<file path="config.mk">
export PLATFORM = sky130hd
export DESIGN_NAME = core_run_sequencer
export DESIGN_NICKNAME = d
export VERILOG_FILES = /design/src/rtl/core_run_sequencer.sv
export SDC_FILE = /design/constraint.sdc
export NUM_CORES = 1
export LEC_CHECK = 0
export BUFFER_PORTS_ARGS = -buffer_cell sky130_fd_sc_hd__buf_4
export CAP_MARGIN = 20
export CORE_MARGIN = 8
export CORE_UTILIZATION = 40
export CTS_BUF_LIST = sky130_fd_sc_hd__clkbuf_2
export CTS_CLUSTER_SIZE = 12
export DETAILED_ROUTE_END_ITERATION = 6
export GPL_ROUTABILITY_DRIVEN = 0
export PLACE_DENSITY = 0.59
export SYNTH_ARGS = -nofsm -noshare
export SYNTH_HDL_FRONTEND = slang
export SYNTH_SLANG_ARGS = --single-unit
</file>
<file path="constraint.sdc">
create_clock -name clk -period 3.1 [get_ports clk]
set_input_delay 0.155 -clock clk [delete_from_list [all_inputs] [get_ports clk]]
set_output_delay 0.155 -clock clk [all_outputs]
set_load 0.005 [all_outputs]
</file>
<file path="src/rtl/core_run_sequencer.sv">
// Core run sequencer: holds tiles in reset until the program image is loaded,
// then releases core resets one at a time or all together and records the
// per-core pass/fail/timeout outcome behind a busy/done handshake.
module core_run_sequencer #(
   parameter int NUM_CORES    = 4,
   parameter int TIMEOUT_W    = 32,
   parameter int RESET_CYCLES = 2,
   localparam int AW          = (NUM_CORES > 1) ? $clog2(NUM_CORES) : 1
) (
   input  logic                 clk,
   input  logic                 reset,
   input  logic                 start,
   input  logic                 mode,
   input  logic                 reset_between,
   input  logic [NUM_CORES-1:0] core_mask,
   input  logic [TIMEOUT_W-1:0] timeout_limit,
   input  logic                 program_loaded,
   input  logic [NUM_CORES-1:0] core_pass,
   input  logic [NUM_CORES-1:0] core_fail,
   output logic [NUM_CORES-1:0] tile_reset,
   output logic [NUM_CORES-1:0] core_reset,
   output logic                 busy,
   output logic                 done,
   output logic [AW-1:0]        active_core,
   output logic [NUM_CORES-1:0] pass_vec,
   output logic [NUM_CORES-1:0] fail_vec,
   output logic [NUM_CORES-1:0] timeout_vec
);

   localparam int CW = $clog2(NUM_CORES + 1);
   localparam int RW = $clog2(RESET_CYCLES + 1) + 1;

   typedef enum logic [2:0] {
      IDLE,
      WAIT_LOAD,
      TILE_RST,
      SELECT,
      RUN,
      DONE
   } state_t;

   state_t               state;
   logic                 modeQ;
   logic                 rbQ;
   logic [NUM_CORES-1:0] maskQ;
   logic [TIMEOUT_W-1:0] limitQ;
   logic [TIMEOUT_W-1:0] timerQ;
   logic [CW-1:0]        cursorQ;
   logic [AW-1:0]        curCore;
   logic [RW-1:0]        rstCnt;
   logic [NUM_CORES-1:0] finishedQ;

   logic                 seqFound;
   logic [AW-1:0]        seqIdx;
   logic                 curPass;
   logic                 curFail;
   logic                 timeoutHit;
   logic [NUM_CORES-1:0] pending;
   logic [NUM_CORES-1:0] parStat;
   logic [NUM_CORES-1:0] parPass;
   logic [NUM_CORES-1:0] parFail;
   logic [NUM_CORES-1:0] parTo;
   logic [NUM_CORES-1:0] finNext;

   // Next-core search, timeout detect and per-core parallel completion terms
   always_comb begin
      seqFound = 1'b0;
      seqIdx   = '0;
      for (int unsigned i = 0; i < NUM_CORES; i++) begin
         if (!seqFound && maskQ[i] && (i >= 32'(cursorQ))) begin
            seqFound = 1'b1;
            seqIdx   = AW'(i);
         end
      end
      curPass    = core_pass[curCore];
      curFail    = core_fail[curCore];
      timeoutHit = (limitQ != '0) && (timerQ == limitQ - TIMEOUT_W'(1));
      pending    = maskQ & ~finishedQ;
      parStat    = pending & (core_pass | core_fail);
      parPass    = parStat & core_pass & ~core_fail;
      parFail    = parStat & core_fail;
      parTo      = timeoutHit ? (pending & ~parStat) : '0;
      finNext    = finishedQ | parStat | parTo;
   end

   // Sequencer FSM with all outputs registered
   always_ff @(posedge clk) begin
      if (reset) begin
         state       <= IDLE;
         modeQ       <= 1'b0;
         rbQ         <= 1'b0;
         maskQ       <= '0;
         limitQ      <= '0;
         timerQ      <= '0;
         cursorQ     <= '0;
         curCore     <= '0;
         rstCnt      <= '0;
         finishedQ   <= '0;
         tile_reset  <= '0;
         core_reset  <= '0;
         busy        <= 1'b0;
         done        <= 1'b0;
         active_core <= '0;
         pass_vec    <= '0;
         fail_vec    <= '0;
         timeout_vec <= '0;
      end else begin
         case (state)
            IDLE, DONE: begin
               if (state == DONE) begin
                  busy <= 1'b0;
                  done <= 1'b1;
               end
               if (start) begin
                  modeQ       <= mode;
                  rbQ         <= reset_between;
                  maskQ       <= core_mask;
                  limitQ      <= timeout_limit;
                  pass_vec    <= '0;
                  fail_vec    <= '0;
                  timeout_vec <= '0;
                  finishedQ   <= '0;
                  active_core <= '0;
                  done        <= 1'b0;
                  busy        <= 1'b1;
                  if (core_mask == '0) begin
                     tile_reset <= '0;
                     core_reset <= '0;
                     state      <= DONE;
                  end else begin
                     tile_reset <= '1;
                     core_reset <= '1;
                     state      <= WAIT_LOAD;
                  end
               end
            end
            WAIT_LOAD: begin
               if (program_loaded) begin
                  tile_reset <= '0;
                  cursorQ    <= '0;
                  state      <= SELECT;
               end
            end
            SELECT: begin
               if (modeQ) begin
                  core_reset <= core_reset & ~maskQ;
                  timerQ     <= '0;
                  finishedQ  <= '0;
                  state      <= RUN;
               end else if (!seqFound) begin
                  state <= DONE;
               end else begin
                  curCore <= seqIdx;
                  if (rbQ) begin
                     tile_reset <= '1;
                     rstCnt     <= RW'(1);
                     state      <= TILE_RST;
                  end else begin
                     core_reset[seqIdx] <= 1'b0;
                     active_core        <= seqIdx;
                     timerQ             <= '0;
                     state              <= RUN;
                  end
               end
            end
            TILE_RST: begin
               // The tile reset window ends on the same edge the core is released
               if (rstCnt == RW'(RESET_CYCLES)) begin
                  tile_reset          <= '0;
                  core_reset[curCore] <= 1'b0;
                  active_core         <= curCore;
                  timerQ              <= '0;
                  state               <= RUN;
               end else begin
                  rstCnt <= rstCnt + RW'(1);
               end
            end
            RUN: begin
               if (timerQ != '1) timerQ <= timerQ + TIMEOUT_W'(1);
               if (modeQ) begin
                  pass_vec    <= pass_vec | parPass;
                  fail_vec    <= fail_vec | parFail;
                  timeout_vec <= timeout_vec | parTo;
                  core_reset  <= core_reset | parStat | parTo;
                  finishedQ   <= finNext;
                  if ((finNext & maskQ) == maskQ) state <= DONE;
               end else if (curPass || curFail || timeoutHit) begin
                  if (curFail)      fail_vec[curCore]    <= 1'b1;
                  else if (curPass) pass_vec[curCore]    <= 1'b1;
                  else              timeout_vec[curCore] <= 1'b1;
                  core_reset[curCore] <= 1'b1;
                  cursorQ             <= CW'(curCore) + CW'(1);
                  active_core         <= '0;
                  state               <= SELECT;
               end
            end
            default: state <= IDLE;
         endcase
      end
   end

endmodule

</file>
# Word level (Yosys, flattened, before mapping)
# Index checks and enable logic that the tools add are counted.
word_totals:
  register_bits: 109
  latchBits: 0
  mem_bits_rw: 0
  rom_bits: 0
  wordCells: 217
  memories: 0
classes:
  addsub: 4
  mul: 0
  div_mod_pow: 0
  magnitude_cmp: 8
  n_eq_ne: 30
  shift: 0
  muxes: 87
  bitwise: 29
  reduce_logical: 41
op_table:
  columns: ["op", "n"]
  rows:
  - ["32-bit 2-to-1 mux", 5]
  - ["4-bit 2-to-1 mux", 28]
  - ["32-bit one-hot mux with 3 select lines", 1]
  - ["3-bit 2-to-1 mux", 17]
  - ["4-bit OR", 12]
  - ["4-bit AND", 10]
  - ["32-bit by 1-bit adder with 32-bit output, second input constant", 1]
  - ["32-bit == test", 1]
  - ["32-bit inequality test, second input constant", 1]
  - ["4-bit one-hot mux with 4 select lines", 2]
  - ["32-bit nonzero test", 1]
  - ["32-bit by 1-bit subtractor with 32-bit output, second input constant", 1]
  - ["2-bit inequality test, second input constant", 13]
  - ["5-bit AND reduction", 5]
  - ["3-bit inequality test, second input constant", 8]
  - ["4-bit inverter", 6]
  - ["4-bit one-hot mux with 2 select lines", 3]
  - ["2-bit 2-to-1 mux", 9]
  - ["3-bit one-hot mux with 5 select lines", 1]
  - ["1-bit 2-to-1 mux", 13]
  - ["3-bit one-hot mux with 2 select lines", 2]
  - ["4-bit one-hot mux with 3 select lines", 1]
  - ["4-bit AND reduction", 3]
  - ["1-bit logical AND", 10]
  - ["27 further kinds", 45]

# Longest topological paths before layout
# Gate-level depths: netlist of run 1.
logic_depth:
  word_depth: 25
  depth_mapped: 12
  ltp_nobuf: 11

# Worst setup path after synthesis of run 1
# Ideal clock, no wire load.
synth_path:
  path_type: "register to register"
  start: "register limitQ[0]"
  end: "register state[2]"
  setup_time_ns: 0.122
  arrival_time_ns: 2.919
  required_time_ns: 2.978
  setup_slack_ns: 0.059
  stages_incl_launch_ff: 12
  path_buffers: 0
  cell_sequence: "dfxtp_1 > inv_1 > ha_1 > nor3b_4 > nand4_4 > or4_4 > a221oi_2 > nand4b_1 > nor4b_4 > a22oi_2 > or2_4 > o311a_1"
synth_between:
  elab_chain_len: 9
  word_cells_on_any_way: 12
synth_lines:
  columns: ["element", "line", "rtl"]
  rows:
  - ["start: declaration", "46", "logic [TIMEOUT_W-1:0] limitQ;"]
  - ["start signal: assignment", "118", "limitQ <= timeout_limit;"]
  - ["32-bit by 1-bit subtractor with 32-bit output", "77", "timeoutHit = (limitQ != '0) && (timerQ == limitQ - TIMEOUT_W'(1));"]
  - ["32-bit == test", "77", null]
  - ["1-bit logical AND (*)", "77", null]
  - ["4-bit 2-to-1 mux", "82", "parTo = timeoutHit ? (pending & ~parStat) : '0;"]
  - ["4-bit OR", "83", "finNext = finishedQ | parStat | parTo;"]
  - ["4-bit AND", "186", "if ((finNext & maskQ) == maskQ) state <= DONE;"]
  - ["4-bit == test", "186", null]
  - ["3-bit inequality test (no source line)", null, null]
  - ["5-bit AND reduction (no source line) (*)", null, null]
  - ["end signal: assignment", "186", null]
  - ["end signal: assignment", "194", "state <= SELECT;"]
  - ["end signal: assignment", "197", "default: state <= IDLE;"]
  - ["end: declaration", "42", "state_t state;"]
# Mark *: on every way between the ends. The rest lies on a longest branch, timed or not.
# A chain may end at the register's enable or synchronous reset.

# Worst setup path in the final report of run 1
# Same ends and word-level chain as after synthesis.

==> implementation parameters, run 1 <==
Parameter                              Value

Run status
  Status    complete, but fails checks
  Failing checks    setup timing

Clocking
  Clock slew at the register clock pins of the worst setup and hold paths    0.31 ns
  Clock latency on the worst-skew pair    0.65 ns
  Root Buffer Master    clkbuf_2
  CTS H-tree depth    3
  Clock sink count    106
  Bufs on Longest Clock Path    2
  CTS tree    built
  Total clock buffers created by CTS    9

Critical path
  Number of cell instances on the worst register-to-register path    13
  Setup slack on the worst flop-to-flop path    -0.08 ns
  Worst Path Max Fanout    3
  Data arrival time at the worst-slack endpoint    3.77 ns
  Required time of the worst setup path    3.69 ns
  Type of destination of the critical path    flip-flop
  Crit path max-delay family    simple AND/OR/NAND/NOR gates
  Path length in cells of the critical path    13
  Crit path cell chain    inv_2 -> ha_4 -> or3b_4 -> buf_6 -> nor4_4 -> buf_4 -> nand2_1 -> xnor2_1 -> o211ai_1 -> nor4b_4 -> a22oi_2 -> or2_4 -> o311a_1
  Element type at the critical path start    flip-flop
  Reg-to-reg startpoint    limitQ[0]
  Biggest cell delay along the critical path    0.40 ns
  Cell type of the slowest stage on the worst timing path    dfxtp_2
  CP bufs+invs    3
  Reg-to-Reg End    state[2]
  Worst setup path category    reg2reg

STA
  RSZ-0062 raised after global routing    true
  Final setup margin    -0.0779 ns
  Final-layout worst hold slack    0.271 ns
  Achievable frequency    315 MHz
  Setup violators final    7
  Setup_tns    -0.181 ns
  Max-slew violation total from the final report    0
  Worst Max-Slew Pin Slew    0.790 ns
  Slew Limit Headroom    46.8%
  Endpoints failing hold    0
  Post-route clock period utilization    103%
  Minimum clock period    3.18 ns
  Final Skew    0.0467 ns

Yosys
  Number of enable flip-flop cells after synthesis    0
  Main flop type after synthesis    dfxtp_1
  Total number of yosys warnings    0
  Syn Area/Cell    7.79 um^2
  Count of state elements after synthesis    106
  Distinct cell type count after synthesis    88
  Netlist area before placement    6820 um^2
  Share of flip-flops with an asynchronous set or reset after synthesis    0%
  Share of synthesized area occupied by flip-flops and latches    31.1%
  Post-synthesis cell count    875
  Number of nets produced by synthesis    934

GRT
  First-pass GRT wire length    34400 um
  GRT Total Usage    19.4%
  Largest net degree at the start of global routing    63
  Total global routing overflow    0
  Number of global-route vias before repair    6754
  Antenna violations before repair    1

Finish
  Post-layout net count    1119
  Fraction of the core area covered by cells at the end of the flow    54.2%
  Layout area overhead    32.2%
  # fillers    1605
  Share of final-layout standard cells stronger than drive strength 1    23.0%
  Final standard cell count with taps included and fillers excluded    1286
  Multi-input gate area in the final layout    4510 um^2
  Sequential standard cell area    2130 um^2

Floorplan
  Overall die width    147 um
  Number of placement rows    47
  Num ports    74
  Effective utilization at floorplan    41.0%
  Die area    21500 um^2
  Core Footprint    16600 um^2
  Y dimension of the die    147 um

Place
  Cell count after placement    1189
  Post-detailed-placement half-perimeter wirelength    15200 um
  Port bufs    73

Min path
  Endpoint with the worst hold slack    modeQ
  Hold Startpoint    mode
  Type of the tightest min-delay check    in2reg
  Hold path cells    4

Drt
  Number of remaining DRC errors    0
  Post-route antenna net violation count    0
  Starting DRT DRC Count    430
  Routed wire length per instance    16.5 um
  Vias after detailed routing    6941
  Pre-antenna DRT Iters    5
  Post-detailed-route via-to-cell ratio    5.40
  Wire length after detailed routing    21200 um

Power and ir drop
  Relative contribution of combinational cells to total power    63.0%
  Internal power    0.00375 W
  Net switching power of the design    0.00319 W
  Sum of internal, switching and leakage power    0.00694 W
  Sw Share    46.0%
  Largest voltage drop on the vdd net    0.000316 V
  Pleak    3.66 nW
  Power per standard cell area    770 nW/um^2
  Share of total power in the clock network    10.2%
  Sequential group share of total power    26.8%

Job
  Max capacitance violation total    0
-- Yosys cell counts, types with 4 or more instances --
cell | n | area [um^2]
nand2_1 | 133 | 499
o211ai_1 | 4 | 30.0
or4_1 | 7 | 52.6
nor3_1 | 23 | 115
nand2b_1 | 7 | 43.8
a41oi_1 | 8 | 70.1
a2111oi_0 | 4 | 35.0
o311ai_0 | 4 | 35.0
inv_1 | 29 | 109
a21oi_1 | 70 | 350
a31oi_1 | 12 | 75.1
a211oi_1 | 7 | 52.6
xnor2_1 | 32 | 280
a22oi_1 | 4 | 30.0
ha_1 | 9 | 113
dfxtp_1 | 106 | 2120
nor4_1 | 11 | 68.8
nand3_1 | 23 | 115
o211a_1 | 8 | 80.1
nor2_1 | 93 | 349
nand4b_1 | 4 | 35.0
o31ai_1 | 6 | 45.0
buf_6 | 7 | 78.8
buf_4 | 4 | 30.0
o21ai_0 | 18 | 90.1
nor2b_1 | 21 | 131
o21a_1 | 16 | 120
nand4_1 | 17 | 106
and4_1 | 6 | 52.6
clkbuf_1 | 35 | 131
xor2_1 | 36 | 315
and2_1 | 6 | 37.5
and3_1 | 10 | 62.6
or3_1 | 4 | 25.0
nor3b_1 | 6 | 45.0
o21ai_1 | 5 | 25.0
-- worst min-delay path: stages --
cell,delay (ns)
dlygate4sd3_1,0.54
buf_4,0.13
nand2_1,0.05
a21oi_1,0.05
-- timing repair --
action	4_1_cts	5_1_grt
resized for setup	18	37
buffers inserted	13	3
hold endpoints to repair	62	0
setup endpoints to repair	20	20
pin swaps	12	25
cloned	0	0
hold buffers	65	0
-- metal layers --
layer | up-vias | part of all wire [%] | GRT usage (%)
met1 | 3278 | 43 | 23.4
met4 | 0 | 2.0 | 6.03
met3 | 26 | 4.1 | 2.90
li1 | 3489 | - | -
met5 | - | 0 | 0
met2 | 148 | 51 | 34.5
-- logic make-up after synthesis --
family,share of synthesized area [%]
compound gates,20.5
xor+xnor,8.73
fa+ha+maj,1.65
buf+inv,6.02
flops,31.1
mux,1.27
simple gates,30.8
-- state kept, by name, indices dropped and copies added (netlist names), 2 cells and up --
signal and flops:
state 3, active_core 2, curCore 2, fail_vec 4, finishedQ 4, pass_vec 4
timeout_vec 4, limitQ 32, timerQ 32, rstCnt 3, maskQ 4, cursorQ 3
core_reset 4
-- placed cells by master, fill, tap and decap left out, types with 4 or more instances in the layout --
| master | instances |
|---|---|
| a2111oi_2 | 4 |
| a211oi_1 | 6 |
| a21oi_1 | 64 |
| a21oi_2 | 5 |
| a22oi_1 | 4 |
| a31oi_1 | 11 |
| a41oi_1 | 6 |
| and2_1 | 6 |
| and3_1 | 9 |
| and4_1 | 6 |
| buf_4 | 155 |
| buf_6 | 5 |
| clkbuf_2 | 10 |
| dfxtp_1 | 102 |
| dfxtp_2 | 4 |
| dlygate4sd3_1 | 65 |
| ha_1 | 8 |
| inv_1 | 27 |
| nand2_1 | 133 |
| nand2b_1 | 7 |
| nand3_1 | 20 |
| nand4_1 | 17 |
| nand4b_1 | 4 |
| nor2_1 | 93 |
| nor2b_1 | 21 |
| nor3_1 | 22 |
| nor3b_1 | 6 |
| nor4_1 | 10 |
| nor4_4 | 4 |
| o211a_1 | 8 |
| o211ai_1 | 4 |
| o21a_1 | 16 |
| o21ai_0 | 17 |
| o21ai_1 | 4 |
| o31ai_1 | 5 |
| or4_1 | 5 |
| or4_4 | 4 |
| xnor2_1 | 31 |
| xor2_1 | 36 |
-- how the worst max path moves through the flow --
| stage | startpoint | end | slack (ns) |
|---|---|---|---|
| floorplan | limitQ[0] | state[2] | 0.06 |
| global placement | limitQ[0] | state[2] | -0.10 |
| detailed placement | limitQ[0] | state[2] | -0.16 |
| CTS | limitQ[1] | state[2] | -0.06 |
| global route | limitQ[0] | state[2] | -0.19 |
| finish | limitQ[0] | state[2] | -0.08 |
-- through the flow --
step	setup slack (ns)	area [um^2]
2_1_floorplan	0.0590	6820
3_3_place_gp	-0.102	7890
3_5_place_dp	-0.159	7890
4_1_cts	-0.0555	8820
5_1_grt	-0.189	9020
6_report	-0.0779	9020
-- power groups by stage --
stage | registers, W | clock network [W] | logic (W)
6_report | 0.00186 | 0.000711 | 0.00437
5_1_grt | 0.00189 | 0.000781 | 0.00475
4_1_cts | 0.00185 | 0.000741 | 0.00411
2_1_floorplan | 0.00180 | 0 | 0.00258
3_3_place_gp | 0.00188 | 0 | 0.00378
3_5_place_dp | 0.00188 | 0 | 0.00378
-- final cells by class --
type,count,share of cell area (%)
multi-input combinational,689,50.0
sequential,106,23.6
timing repair buffer,225,20.7
tap,220,3.05
inverter,29,1.21
clock inverter,6,0.791
clock buffer,10,0.555
antenna,1,0.0278
Power figures use the tool's default switching activity.
==> run 2: changes to the inputs <==
- SKIP_CTS_REPAIR_TIMING: not set -> 1
==> implementation parameters, run 2 (same netlist as run 1, synthesis figures left out) <==
Parameter                              Value

Drt
  Routed wire length per instance    16.4 um
  Pre-antenna DRT Iters    5
  Post-route antenna net violation count    0
  Post-detailed-route via-to-cell ratio    5.38
  Wire length after detailed routing    20900 um
  Met2 layer wire length in the routed design    10500 um
  Top routing layer used    met4
  DR WL met3    843 um
  Sum of routed wire segments on met1    9110 um
  Vias after detailed routing    6843
  Starting DRT DRC Count    427
  Number of remaining DRC errors    0

Power and ir drop
  Largest voltage drop on the vdd net    0.000304 V
  Power per standard cell area    764 nW/um^2
  Pleak    3.56 nW

Clocking
  Root Buffer Master    clkbuf_2
  Clock slew at the register clock pins of the worst setup and hold paths    0.30 ns
  Clock sink count    106
  Bufs on Longest Clock Path    2
  CTS H-tree depth    3
  Total clock buffers created by CTS    9
  Clock latency on the worst-skew pair    0.65 ns
  CTS tree    built

Finish
  Fraction of the core area covered by cells at the end of the flow    52.6%
  Commonest non-fill, non-tap cells in the layout    157 x buf_4, 133 x nand2_1, 104 x dfxtp_1
  Largest registers    limitQ: 32 flops, timerQ: 32 flops
  Commonest non-fill, non-tap cell in the layout    buf_4
  Final std cell area, no fill    8760 um^2
  # fillers    1634
  Final standard cell count with taps included and fillers excluded    1273
  Layout area overhead    28.5%
  Share of final-layout standard cells stronger than drive strength 1    21.6%
  Post-layout net count    1106

Min path
  Type of the tightest min-delay check    in2reg
  Hold Startpoint    timeout_limit[2]
  Hold path cells    4
  Endpoint with the worst hold slack    limitQ[2]

GRT
  GRT Total Usage    18.2%
  Number of global-route vias before repair    6271
  First-pass GRT wire length    32300 um
  Total global routing overflow    0
  Largest net degree at the start of global routing    63
  Antenna violations before repair    1

Critical path
  Worst Path Max Fanout    5
  Reg-to-Reg End    state[2]
  CP bufs+invs    1
  Type of destination of the critical path    flip-flop
  Crit path cell chain    inv_4 -> ha_4 -> or3b_1 -> or4_1 -> o21ai_2 -> nand2_1 -> nand4b_1 -> nor4b_4 -> a22oi_2 -> or2_4 -> o311a_1
  Biggest cell delay along the critical path    0.52 ns
  Cell type of the slowest stage on the worst timing path    or4_1
  Element type at the critical path start    flip-flop
  Reg-to-reg startpoint    limitQ[1]
  Worst setup path category    reg2reg
  Required time of the worst setup path    3.69 ns
  Number of cell instances on the worst register-to-register path    11
  Setup slack on the worst flop-to-flop path    -0.10 ns
  Crit path max-delay family    simple AND/OR/NAND/NOR gates
  Data arrival time at the worst-slack endpoint    3.79 ns

STA
  Endpoints failing hold    0
  Worst Max-Slew Pin Slew    0.770 ns
  Final Skew    0.0460 ns
  Setup_tns    -0.209 ns
  Setup violators final    8
  Minimum clock period    3.20 ns
  Post-route clock period utilization    103%
  Final setup margin    -0.102 ns
  Achievable frequency    312 MHz
  Final-layout worst hold slack    0.271 ns
  Slew Limit Headroom    48.5%
  Max-slew violation total from the final report    0
  RSZ-0062 raised after global routing    true

Place
  Cell count after placement    1189
  Cell area after placement    7890 um^2
  Post-detailed-placement half-perimeter wirelength    15200 um
  Port bufs    73

Floorplan
  Number of placement rows    47
  Overall die width    147 um
  Core Footprint    16600 um^2
  Num ports    74
  Die area    21500 um^2
  Y dimension of the die    147 um
  Effective utilization at floorplan    41.0%

Job
  Max capacitance violation total    0

Run status
  Status    complete, but fails checks
  Failing checks    setup timing
==> run 2: final cells by class <==
class	instances	area (um^2)	share of cell area, %
antenna	1	2.50	0.0286
clock buffer	10	50.0	0.571
clock inverter	6	71.3	0.814
inverter	29	111	1.27
multi-input combinational	689	4390	50.1
sequential	106	2130	24.3
tap	220	275	3.14
timing repair buffer	212	1730	19.8
==> run 2: worst min-delay path, stage by stage <==
cell           delay (ns)
dlygate4sd3_1        0.54
buf_4                0.13
nand2_1              0.05
a21oi_1              0.05
==> run 2: per-stage QoR <==
stage	setup slack, ns	total power (W)
finish	-0.102	0.00669
detailed placement	-0.159	0.00566
global route	-0.218	0.00718
CTS	-0.187	0.00639
floorplan	0.0590	0.00438
global placement	-0.102	0.00565
==> run 2: power by group <==
part / internal [W] / switching (W)
Sequential: 0.00159 / 0.000275
Clock: 0.000200 / 0.000509
Combinational: 0.00184 / 0.00229
==> run 2: worst max-delay path by stage <==
stage	cells after the start	end	slack (ns)	from
after global placement	11	state[2]	-0.10	limitQ[0]
final	11	state[2]	-0.10	limitQ[1]
after CTS	12	core_reset[3]	-0.19	limitQ[0]
after global routing	11	state[2]	-0.22	limitQ[1]
after detailed placement	11	state[2]	-0.16	limitQ[0]
after floorplan	11	state[2]	0.06	limitQ[0]
==> run 2: layer usage <==
layer | vias up | global-route usage, %
met5 | - | 0
met4 | 0 | 5.00
met3 | 30 | 2.72
met2 | 148 | 32.0
met1 | 3206 | 22.7
li1 | 3459 | -
